==> src/rtl/mux21_arbiter.sv <==
// mux21_arbiter: round-robin owner of a shared 2:1 mux (Y = S ? B : A).
// Grants A or B, drives the mux select S, and forces a handover when the
// current owner has held the mux for MAX_HOLD cycles while the other side waits.
// Optional statistics counters are enabled by defining MUX21_ARB_STATS_EN.
module mux21_arbiter #(
    parameter int MAX_HOLD = 16,
    parameter int CNT_W    = 16
) (
    input  logic             CLK,
    input  logic             RST,
    input  logic             REQ_A,
    input  logic             REQ_B,
    output logic             GNT_A,
    output logic             GNT_B,
    output logic             S,
    output logic             BUSY,
    output logic             PREEMPT
`ifdef MUX21_ARB_STATS_EN
    ,
    output logic [CNT_W-1:0] GRANT_CNT_A,
    output logic [CNT_W-1:0] GRANT_CNT_B
`endif
);

    localparam int HOLD_W = (MAX_HOLD < 1) ? 1 : $clog2(MAX_HOLD + 1);
    // Last owned-cycle index before a waiting peer may take over; also the
    // saturation point of hold_cnt so it never wraps while nobody waits.
    localparam logic [HOLD_W-1:0] HOLD_LAST = HOLD_W'((MAX_HOLD == 0) ? 0 : MAX_HOLD - 1);
    localparam bit PREEMPT_EN = (MAX_HOLD != 0);

    localparam logic [1:0] ST_IDLE  = 2'd0;
    localparam logic [1:0] ST_OWN_A = 2'd1;
    localparam logic [1:0] ST_OWN_B = 2'd2;

    logic [1:0]        state, state_nxt;
    logic [HOLD_W-1:0] hold_cnt;
    logic              last_b;
    logic              s_q;
    logic              preempt_q;
    logic              force_nxt;
    logic              enter_a, enter_b;

    // Next-state: tie goes to the side that did not own last; a release
    // with the peer waiting hands over directly without an idle cycle.
    always_comb begin
        state_nxt = state;
        force_nxt = 1'b0;
        case (state)
            ST_IDLE: begin
                if (REQ_A && (!REQ_B || last_b)) state_nxt = ST_OWN_A;
                else if (REQ_B)                  state_nxt = ST_OWN_B;
            end
            ST_OWN_A: begin
                if (!REQ_A) begin
                    state_nxt = REQ_B ? ST_OWN_B : ST_IDLE;
                end else if (REQ_B && PREEMPT_EN && hold_cnt == HOLD_LAST) begin
                    state_nxt = ST_OWN_B;
                    force_nxt = 1'b1;
                end
            end
            ST_OWN_B: begin
                if (!REQ_B) begin
                    state_nxt = REQ_A ? ST_OWN_A : ST_IDLE;
                end else if (REQ_A && PREEMPT_EN && hold_cnt == HOLD_LAST) begin
                    state_nxt = ST_OWN_A;
                    force_nxt = 1'b1;
                end
            end
            default: state_nxt = ST_IDLE;
        endcase
    end

    assign enter_a = (state_nxt == ST_OWN_A) && (state != ST_OWN_A);
    assign enter_b = (state_nxt == ST_OWN_B) && (state != ST_OWN_B);

    // State, hold counter, fairness pointer and mux select; S only moves
    // on a new grant so the mux output stays quiet while idle.
    always_ff @(posedge CLK) begin
        if (RST) begin
            state     <= ST_IDLE;
            hold_cnt  <= '0;
            last_b    <= 1'b1;
            s_q       <= 1'b0;
            preempt_q <= 1'b0;
        end else begin
            state     <= state_nxt;
            preempt_q <= force_nxt;
            if (enter_a || enter_b)
                hold_cnt <= '0;
            else if (state_nxt != ST_IDLE && hold_cnt != HOLD_LAST)
                hold_cnt <= hold_cnt + HOLD_W'(1);
            if (enter_a) begin
                last_b <= 1'b0;
                s_q    <= 1'b0;
            end else if (enter_b) begin
                last_b <= 1'b1;
                s_q    <= 1'b1;
            end
        end
    end

    assign GNT_A   = (state == ST_OWN_A);
    assign GNT_B   = (state == ST_OWN_B);
    assign BUSY    = (state != ST_IDLE);
    assign S       = s_q;
    assign PREEMPT = preempt_q;

`ifdef MUX21_ARB_STATS_EN
    logic [CNT_W-1:0] cnt_a, cnt_b;

    // Saturating grant counters, bumped on every entry to an owned state.
    always_ff @(posedge CLK) begin
        if (RST) begin
            cnt_a <= '0;
            cnt_b <= '0;
        end else begin
            if (enter_a && cnt_a != '1) cnt_a <= cnt_a + CNT_W'(1);
            if (enter_b && cnt_b != '1) cnt_b <= cnt_b + CNT_W'(1);
        end
    end

    assign GRANT_CNT_A = cnt_a;
    assign GRANT_CNT_B = cnt_b;
`endif

endmodule

==> config.mk <==
export PLATFORM = sky130hd
export DESIGN_NAME = mux21_arbiter
export DESIGN_NICKNAME = d
export VERILOG_FILES = /design/src/rtl/mux21_arbiter.sv
export SDC_FILE = /design/constraint.sdc
export NUM_CORES = 1
export LEC_CHECK = 0
export CAP_MARGIN = 20
export CORE_AREA = 2 2 39 41
export DETAILED_ROUTE_END_ITERATION = 6
export DIE_AREA = 0 0 41 43
export GPL_ROUTABILITY_DRIVEN = 0
export GPL_TIMING_DRIVEN = 1
export PLACE_DENSITY = 0.81
export SLEW_MARGIN = 20
export SYNTH_ARGS = -nofsm -noshare
export SYNTH_HDL_FRONTEND = slang
export SYNTH_SLANG_ARGS = --single-unit
export TNS_END_PERCENT = 5
==> constraint.sdc <==
create_clock -name CLK -period 4.9 [get_ports CLK]
set_clock_uncertainty 0.2 [all_clocks]
set_input_delay 0.98 -clock CLK [delete_from_list [all_inputs] [get_ports CLK]]
set_output_delay 0.98 -clock CLK [all_outputs]
set_load 0.03 [all_outputs]
==> impl_metrics.sql, run 1 <==
INSERT INTO impl_metrics (metric_group, metric, value, unit) VALUES
('status', 'outcome', 'finished clean', ''),
('grt', 'antenna_found_initial', '0', ''),
('timing', 'hold_ws', '0.293', 'ns'),
('cts', 'clock_latency', '0.26', 'ns'),
('layout', 'finish.net_count', '93', ''),
('layout', 'mostFrequentLayoutCell', 'dfxtp_1', ''),
('worst_setup_path', 'r2r_end', 'hold_cnt[4]', ''),
('synth', 'syn_area_per_cell', '8.85', 'um^2'),
('floorplanning', 'die-width', '41', 'um'),
('cts', 'tritoncts_num_sinks', '10', ''),
('worst_setup_path', 'timing.critical_path.cells', 'clkdlybuf4s50_1 > nand2b_1 > a2bb2oi_1 > o21ai_4 > o211ai_1 > or3b_2 > a21oi_1', ''),
('worst_setup_path', 'timing.setup.critical_path_class', 'in -> reg', ''),
('synth', 'post_synth_num_cell_types', '29', ''),
('worst_setup_path', 'r2r_slack', '2.16', 'ns'),
('timing', 'timing.max_slew.rel_slack', '73.5', '%'),
('power_and_ir_drop', 'power.leakage', '0.000303', 'uW'),
('layout', 'seq_area', '200', 'um^2'),
('cts', 'cts.clk_slew.worst_paths', '0.06', 'ns'),
('drt', 'drtPass1Iterations', '3', ''),
('worst_setup_path', 'path_delay_family', 'compound AO/OA/AOI/OAI gates', ''),
('layout', 'antenna-diode-count', '0', ''),
('grt', 'grt_pass1_vias', '519', ''),
('layout', 'fraction_of_final_layout_cells_with_drive_strength_greater_than_1', '14.8', '%'),
('synth', 'synth_seq_cells', '10', ''),
('cts', 'clock-root-buffer', 'clkbuf_4', ''),
('cts', 'cts_resized', '0', ''),
('synth', 'synthesis.nets', '81', ''),
('floorplanning', 'start_util', '45.4', '%'),
('timing', 'final-hold-violation-count', '0', ''),
('synth', 'yosysWarningCount', '0', ''),
('worst_setup_path', 'timing.critical_path.required', '4.89', 'ns'),
('worst_setup_path', 'worst_setup_path_end_kind', 'flip-flop', ''),
('drt', 'route.antenna.remaining_nets', '0', ''),
('worst_setup_path', 'critPathLaunch', 'REQ_B', ''),
('synth', 'area_of_the_mapped_netlist', '628', 'um^2'),
('flow_run', 'cap_violations', '0', ''),
('cts', 'clk_path_buf_depth', '2', ''),
('grt', 'grt_busiest_layer', 'met2', ''),
('worst_setup_path', 'cp_slowest_cell', 'clkdlybuf4s50_1', ''),
('drt', 'vias_per_cell', '5.66', ''),
('layout', 'post-route-cell-area', '743', 'um^2'),
('grt', 'globalRoute.totalOverflow', '0', ''),
('worst_setup_path', 'crit_buf_inv', '1', ''),
('grt', 'gr-usage-met2', '27.8', '%'),
('power_and_ir_drop', 'power_density', '367', 'nW/um^2'),
('grt', 'grt.total_usage', '17.1', '%'),
('synth', 'syn_inst', '71', ''),
('timing', 'worst-slew-pin-transition', '0.394', 'ns'),
('synth', 'seq_area_frac_synth', '31.9', '%'),
('cts', 'post_cts_buffers', '0', ''),
('drt', 'total_routed_wirelength', '1.24', 'mm'),
('placement', 'count_of_port_buffers_added_during_placement', '8', ''),
('worst_setup_path', 'timing.critical_path.from_type', 'primary input', ''),
('worst_setup_path', 'setup.worst_path.end', 'hold_cnt[2]', ''),
('worst_setup_path', 'cp.arrival', '3.11', 'ns'),
('worst_setup_path', 'worstReg2RegStart', 'hold_cnt[0]', ''),
('cts', 'tritoncts_clock_tree', 'built', ''),
('floorplanning', 'fp.dieArea', '1760', 'um^2'),
('cts', 'cts_hold_buf', '0', ''),
('floorplanning', 'die_y', '43', 'um'),
('grt', 'grt_pass1_wl', '2.01', 'mm'),
('layout', 'multiInputGateArea', '398', 'um^2'),
('worst_hold_path', 'worstHoldPathType', 'reg -> reg', ''),
('drt', 'drt_iter0_drc', '7', ''),
('placement', 'placement.cell_area', '721', 'um^2'),
('floorplanning', 'row_cnt', '14', ''),
('timing', 'maxSlewViolCount', '0', ''),
('drt', 'route.detailed.wl_per_inst', '12.7', 'um'),
('timing', 'final_tns_setup', '0', 'ns'),
('timing', 'maxClockFrequency', '320', 'MHz'),
('power_and_ir_drop', 'irDropWorstVdd', '0.179', 'mV');
[final cells by class]
type / count / area share (%)
well taps: 16 / 2.69
flip-flops and latches: 10 / 26.9
multi-input cells: 54 / 53.5
repair buffers: 8 / 10.8
clock buffers: 3 / 3.03
inverters: 6 / 3.03
[routing by layer]
metal,share of wire [%],vias up
li1,-,278
met1,43,258
met2,51,10
met3,3.2,3
met4,2.3,0
met5,0,-
[flip-flops by register name (all words and copies together) (netlist names)]
name / flops
S: 1
PREEMPT: 1
hold_cnt: 5
last_b: 1
state: 2
[Yosys cell counts (all sizes together)]
cell | number | share of area (%)
dfxtp | 10 | 32
o211ai | 1 | 1.2
or3b | 1 | 1.4
and4 | 1 | 1.8
xor2 | 1 | 1.4
o31ai | 1 | 3.4
or4 | 1 | 1.8
mux2 | 1 | 2.4
mux2i | 1 | 1.6
a2bb2oi | 1 | 1.4
nand2 | 3 | 1.8
or3 | 2 | 2.4
a21oi | 6 | 4.8
o41ai | 1 | 1.4
nor4b | 1 | 1.4
ha | 6 | 12
inv | 6 | 3.6
buf | 1 | 1.2
nor2 | 8 | 4.8
o21ai | 5 | 5.8
nor3 | 3 | 2.4
nand2b | 2 | 2.0
o211a | 1 | 1.6
nor4 | 1 | 1.0
and3 | 2 | 2.2
o21bai | 1 | 1.2
nand3 | 3 | 2.4
[where the power goes]
| part | switching (uW) | leakage (uW) | total, uW | internal (uW) |
|---|---|---|---|---|
| logic | 65.4 | 0.000208 | 116 | 50.8 |
| clock network | 25.1 | 0.0000138 | 53.4 | 28.2 |
| registers | 10.1 | 0.0000816 | 103 | 93.3 |
[logic make-up (layout without fill, tap and decap cells)]
family | after synthesis | in the layout | synth area share [%]
buf+inv | 7 | 17 | 4.78
simple gates | 28 | 28 | 25.3
fa+ha+maj | 6 | 6 | 12.0
compound gates | 17 | 17 | 20.7
flops | 10 | 10 | 31.9
xor+xnor | 1 | 1 | 1.39
mux | 2 | 2 | 3.98
[worst min-delay path: stages, from the launching register on]
cell     delay, ns
dfxtp_1       0.31
o21ai_0       0.07
a21oi_1       0.06
[stage by stage]
step                setup slack [ns]  utilization (%)  total power (uW)  cells
floorplan                       2.16                -               190     71
global placement                1.52             52.1               218     94
detailed placement              1.50             52.1               222     94
CTS                             1.78             53.7               277     97
global route                    1.66             53.7               296     97
finish                          1.77             53.7               273     97
[worst min path at each step]
stage / end / from / slack, ns / depth (start not counted)
2_1_floorplan: hold_cnt[3] / hold_cnt[3] / 0.25 / 2
3_3_place_gp: hold_cnt[3] / hold_cnt[3] / 0.27 / 2
6_report: hold_cnt[3] / hold_cnt[3] / 0.29 / 2
4_1_cts: hold_cnt[3] / hold_cnt[3] / 0.29 / 2
5_1_grt: hold_cnt[3] / hold_cnt[3] / 0.31 / 2
3_5_place_dp: hold_cnt[3] / hold_cnt[3] / 0.28 / 2
Note: power is estimated with default switching activity, not from simulation.
==> run 2: changes to the inputs <==
==> constraint.sdc (replaced) <==
create_clock -name CLK -period 3.01 [get_ports CLK]
set_clock_uncertainty 0.2 [all_clocks]
set_input_delay 0.602 -clock CLK [delete_from_list [all_inputs] [get_ports CLK]]
set_output_delay 0.602 -clock CLK [all_outputs]
set_load 0.03 [all_outputs]
==> run 2 against run 1 <==
  * Routed wire length fell by 2.3%
  * Sequential share of layout area unchanged
  * Register-to-register slack lost 1.9 ns
  * Worst setup slack got worse by 1.5 ns
  * Sequential power up 64%
  * Via count is 0.91% lower
  * Largest cell class unchanged
==> impl_metrics.sql, run 2 (synthesis results as in run 1) <==
INSERT INTO impl_metrics (metric_group, metric, value, unit) VALUES
('layout', 'final_core_util', '53.7', '%'),
('power_and_ir_drop', 'power_density', '602', 'nW/um^2'),
('worst_setup_path', 'cp.arrival', '2.76', 'ns'),
('floorplanning', 'die-width', '41', 'um'),
('worst_setup_path', 'timing.setup.critical_path_class', 'reg -> reg', ''),
('floorplanning', 'core_region_area', '1380', 'um^2'),
('floorplanning', 'start_util', '45.4', '%'),
('layout', 'largest_register_ff_count', '5', ''),
('grt', 'antenna_found_initial', '0', ''),
('worst_hold_path', 'hold-path-cell-count', '2', ''),
('timing', 'worst-slew-pin-transition', '0.385', 'ns'),
('floorplanning', 'fp.dieArea', '1760', 'um^2'),
('cts', 'tritoncts_clock_tree', 'built', ''),
('flow_run', 'cap_violations', '0', ''),
('worst_setup_path', 'timing.critical_path.from_type', 'flip-flop', ''),
('power_and_ir_drop', 'power.clock.fraction', '20.1', '%'),
('worst_setup_path', 'r2r_end', 'hold_cnt[4]', ''),
('timing', 'post-route-period-util', '91.4', '%'),
('grt', 'globalRoute.totalOverflow', '0', ''),
('timing', 'maxClockFrequency', '363', 'MHz'),
('cts', 'clock-root-buffer', 'clkbuf_4', ''),
('power_and_ir_drop', 'power.net_switching', '167', 'uW'),
('drt', 'drtPass1Iterations', '3', ''),
('drt', 'drc', '0', ''),
('placement', 'place_inst', '94', ''),
('layout', 'fin_cells', '97', ''),
('drt', 'route.antenna.remaining_nets', '0', ''),
('grt', 'grt.total_usage', '17.8', '%'),
('timing', 'final-hold-violation-count', '0', ''),
('placement', 'count_of_port_buffers_added_during_placement', '8', ''),
('timing', 'timing.max_slew.rel_slack', '74.1', '%'),
('grt', 'grt_pass1_vias', '534', ''),
('layout', 'areaGrowthSynthToFinish', '18.3', '%'),
('power_and_ir_drop', 'swShare', '37.3', '%'),
('power_and_ir_drop', 'seq_power_share', '37.7', '%'),
('cts', 'clock_latency', '0.27', 'ns'),
('worst_setup_path', 'worstReg2RegStart', 'hold_cnt[0]', ''),
('worst_setup_path', 'r2r_cells', '9', ''),
('drt', 'num_vias', '544', ''),
('cts', 'tritoncts_num_sinks', '10', ''),
('power_and_ir_drop', 'combinationalPowerShare', '42.1', '%'),
('worst_hold_path', 'worstHoldPathType', 'reg -> reg', ''),
('worst_setup_path', 'critical_path_peak_fanout', '7', ''),
('worst_setup_path', 'r2r_slack', '0.26', 'ns'),
('floorplanning', 'i_o_pin_count', '9', ''),
('cts', 'post_cts_buffers', '0', ''),
('layout', 'final_cell_mix', '10 x dfxtp_1, 8 x nor2_1, 8 x clkdlybuf4s50_1', ''),
('worst_hold_path', 'hold_path_startpoint', 'hold_cnt[3]', ''),
('power_and_ir_drop', 'p_int', '281', 'uW'),
('timing', 'rsz0062_at_grt', 'false', ''),
('drt', 'route.detailed.wl_per_inst', '12.4', 'um'),
('floorplanning', 'die_y', '43', 'um'),
('power_and_ir_drop', 'irDropWorstVdd', '0.279', 'mV'),
('cts', 'cts_resized', '0', ''),
('layout', 'finish.net_count', '93', ''),
('timing', 'min_period', '2.75', 'ns'),
('drt', 'vias_per_cell', '5.61', ''),
('grt', 'grt_start_max_net_pins', '10', ''),
('cts', 'cts_hold_buf', '0', ''),
('layout', 'antenna-diode-count', '0', ''),
('power_and_ir_drop', 'power.leakage', '0.000303', 'uW'),
('status', 'outcome', 'finished clean', ''),
('worst_hold_path', 'holdPathEnd', 'hold_cnt[3]', ''),
('timing', 'maxSlewViolCount', '0', ''),
('layout', 'largest_register', 'hold_cnt', ''),
('layout', 'reg.largest.list', 'hold_cnt (5), state (2)', ''),
('placement', 'dp.final_hpwl', '916', 'um'),
('drt', 'drt_iter0_drc', '5', ''),
('cts', 'clk_path_buf_depth', '2', ''),
('timing', 'timing.final.setup_violations', '0', ''),
('cts', 'maximum_level_of_the_cts_h_tree', '1', ''),
('drt', 'total_routed_wirelength', '1.21', 'mm'),
('grt', 'grt_pass1_wl', '2.10', 'mm'),
('worst_setup_path', 'timing.critical_path.required', '3.02', 'ns'),
('cts', 'cts.clk_slew.worst_paths', '0.06', 'ns'),
('layout', 'fraction_of_final_layout_cells_with_drive_strength_greater_than_1', '14.8', '%'),
('cts', 'cts-buffers-inserted', '3', ''),
('layout', 'num-fill-cells', '131', ''),
('worst_setup_path', 'worst_setup_path_end_kind', 'flip-flop', ''),
('layout', 'mostFrequentLayoutCell', 'dfxtp_1', ''),
('floorplanning', 'row_cnt', '14', '');
==> run 2: per-stage QoR <==
step                instance area [um^2]  power (uW)  worst slack, ns  hold WS [ns]    TNS, ns
floorplan                            628         309            0.475         0.253          0
global placement                     721         355          0.00649         0.274          0
detailed placement                   721         360        -0.000393         0.284  -0.000393
CTS                                  743         451            0.241         0.292          0
global route                         743         481           0.0917         0.308          0
finish                               743         448            0.258         0.295          0
==> run 2: layout make-up <==
class	count	area, um^2	area share (%)
Clock buffer	3	22.5	3.03
Inverter	6	22.5	3.03
Sequential cell	10	200	26.9
Timing Repair Buffer	8	80.1	10.8
Tap cell	16	20.0	2.69
Multi-Input combinational cell	54	398	53.5
==> run 2: power groups by stage <==
stage | Combinational, uW | Sequential, uW | Clock (uW)
5_1_grt | 208 | 171 | 102
3_3_place_gp | 185 | 170 | 0
6_report | 189 | 169 | 90.1
2_1_floorplan | 136 | 173 | 0
4_1_cts | 189 | 169 | 93.5
3_5_place_dp | 188 | 172 | 0
==> run 2: per-layer routing <==
layer	wire length, um	part of all wire (%)	vias up	GRT usage, %
met1	555	46	254	20.9
met5	0	0	-	0
met2	568	47	10	26.6
met3	46	3.8	5	4.71
met4	36	3.0	0	12.0
li1	-	-	275	-
==> run 2: how the worst max path moves through the flow <==
stage	slack, ns	from	end	cells after the start
after global placement	0.006	REQ_A	hold_cnt[4]	7
after global routing	0.09	hold_cnt[0]	hold_cnt[4]	9
after detailed placement	-0.0004	REQ_A	hold_cnt[4]	7
after CTS	0.24	hold_cnt[0]	hold_cnt[4]	9
final	0.26	hold_cnt[0]	hold_cnt[4]	9
after floorplan	0.48	state[1]	hold_cnt[4]	7
==> run 2: critical path, cell delays in order (launching register included) <==
cell     delay, ns
dfxtp_1       0.37
ha_1          0.17
and3_1        0.16
ha_1          0.22
nand2_1       0.09
and4_4        0.21
or4_4         0.49
o31ai_4       0.35
mux2_4        0.34
nor2_1        0.08
==> run 3: changes to the inputs <==
--- a/config.mk
+++ b/config.mk
@@ -16,4 +16,4 @@
 export SYNTH_ARGS = -nofsm -noshare
 export SYNTH_HDL_FRONTEND = slang
 export SYNTH_SLANG_ARGS = --single-unit
-export TNS_END_PERCENT = 5
+export TNS_END_PERCENT = 50
==> results of run 3 <==
Final layout, timing and power as in run 2 (identical DEF).
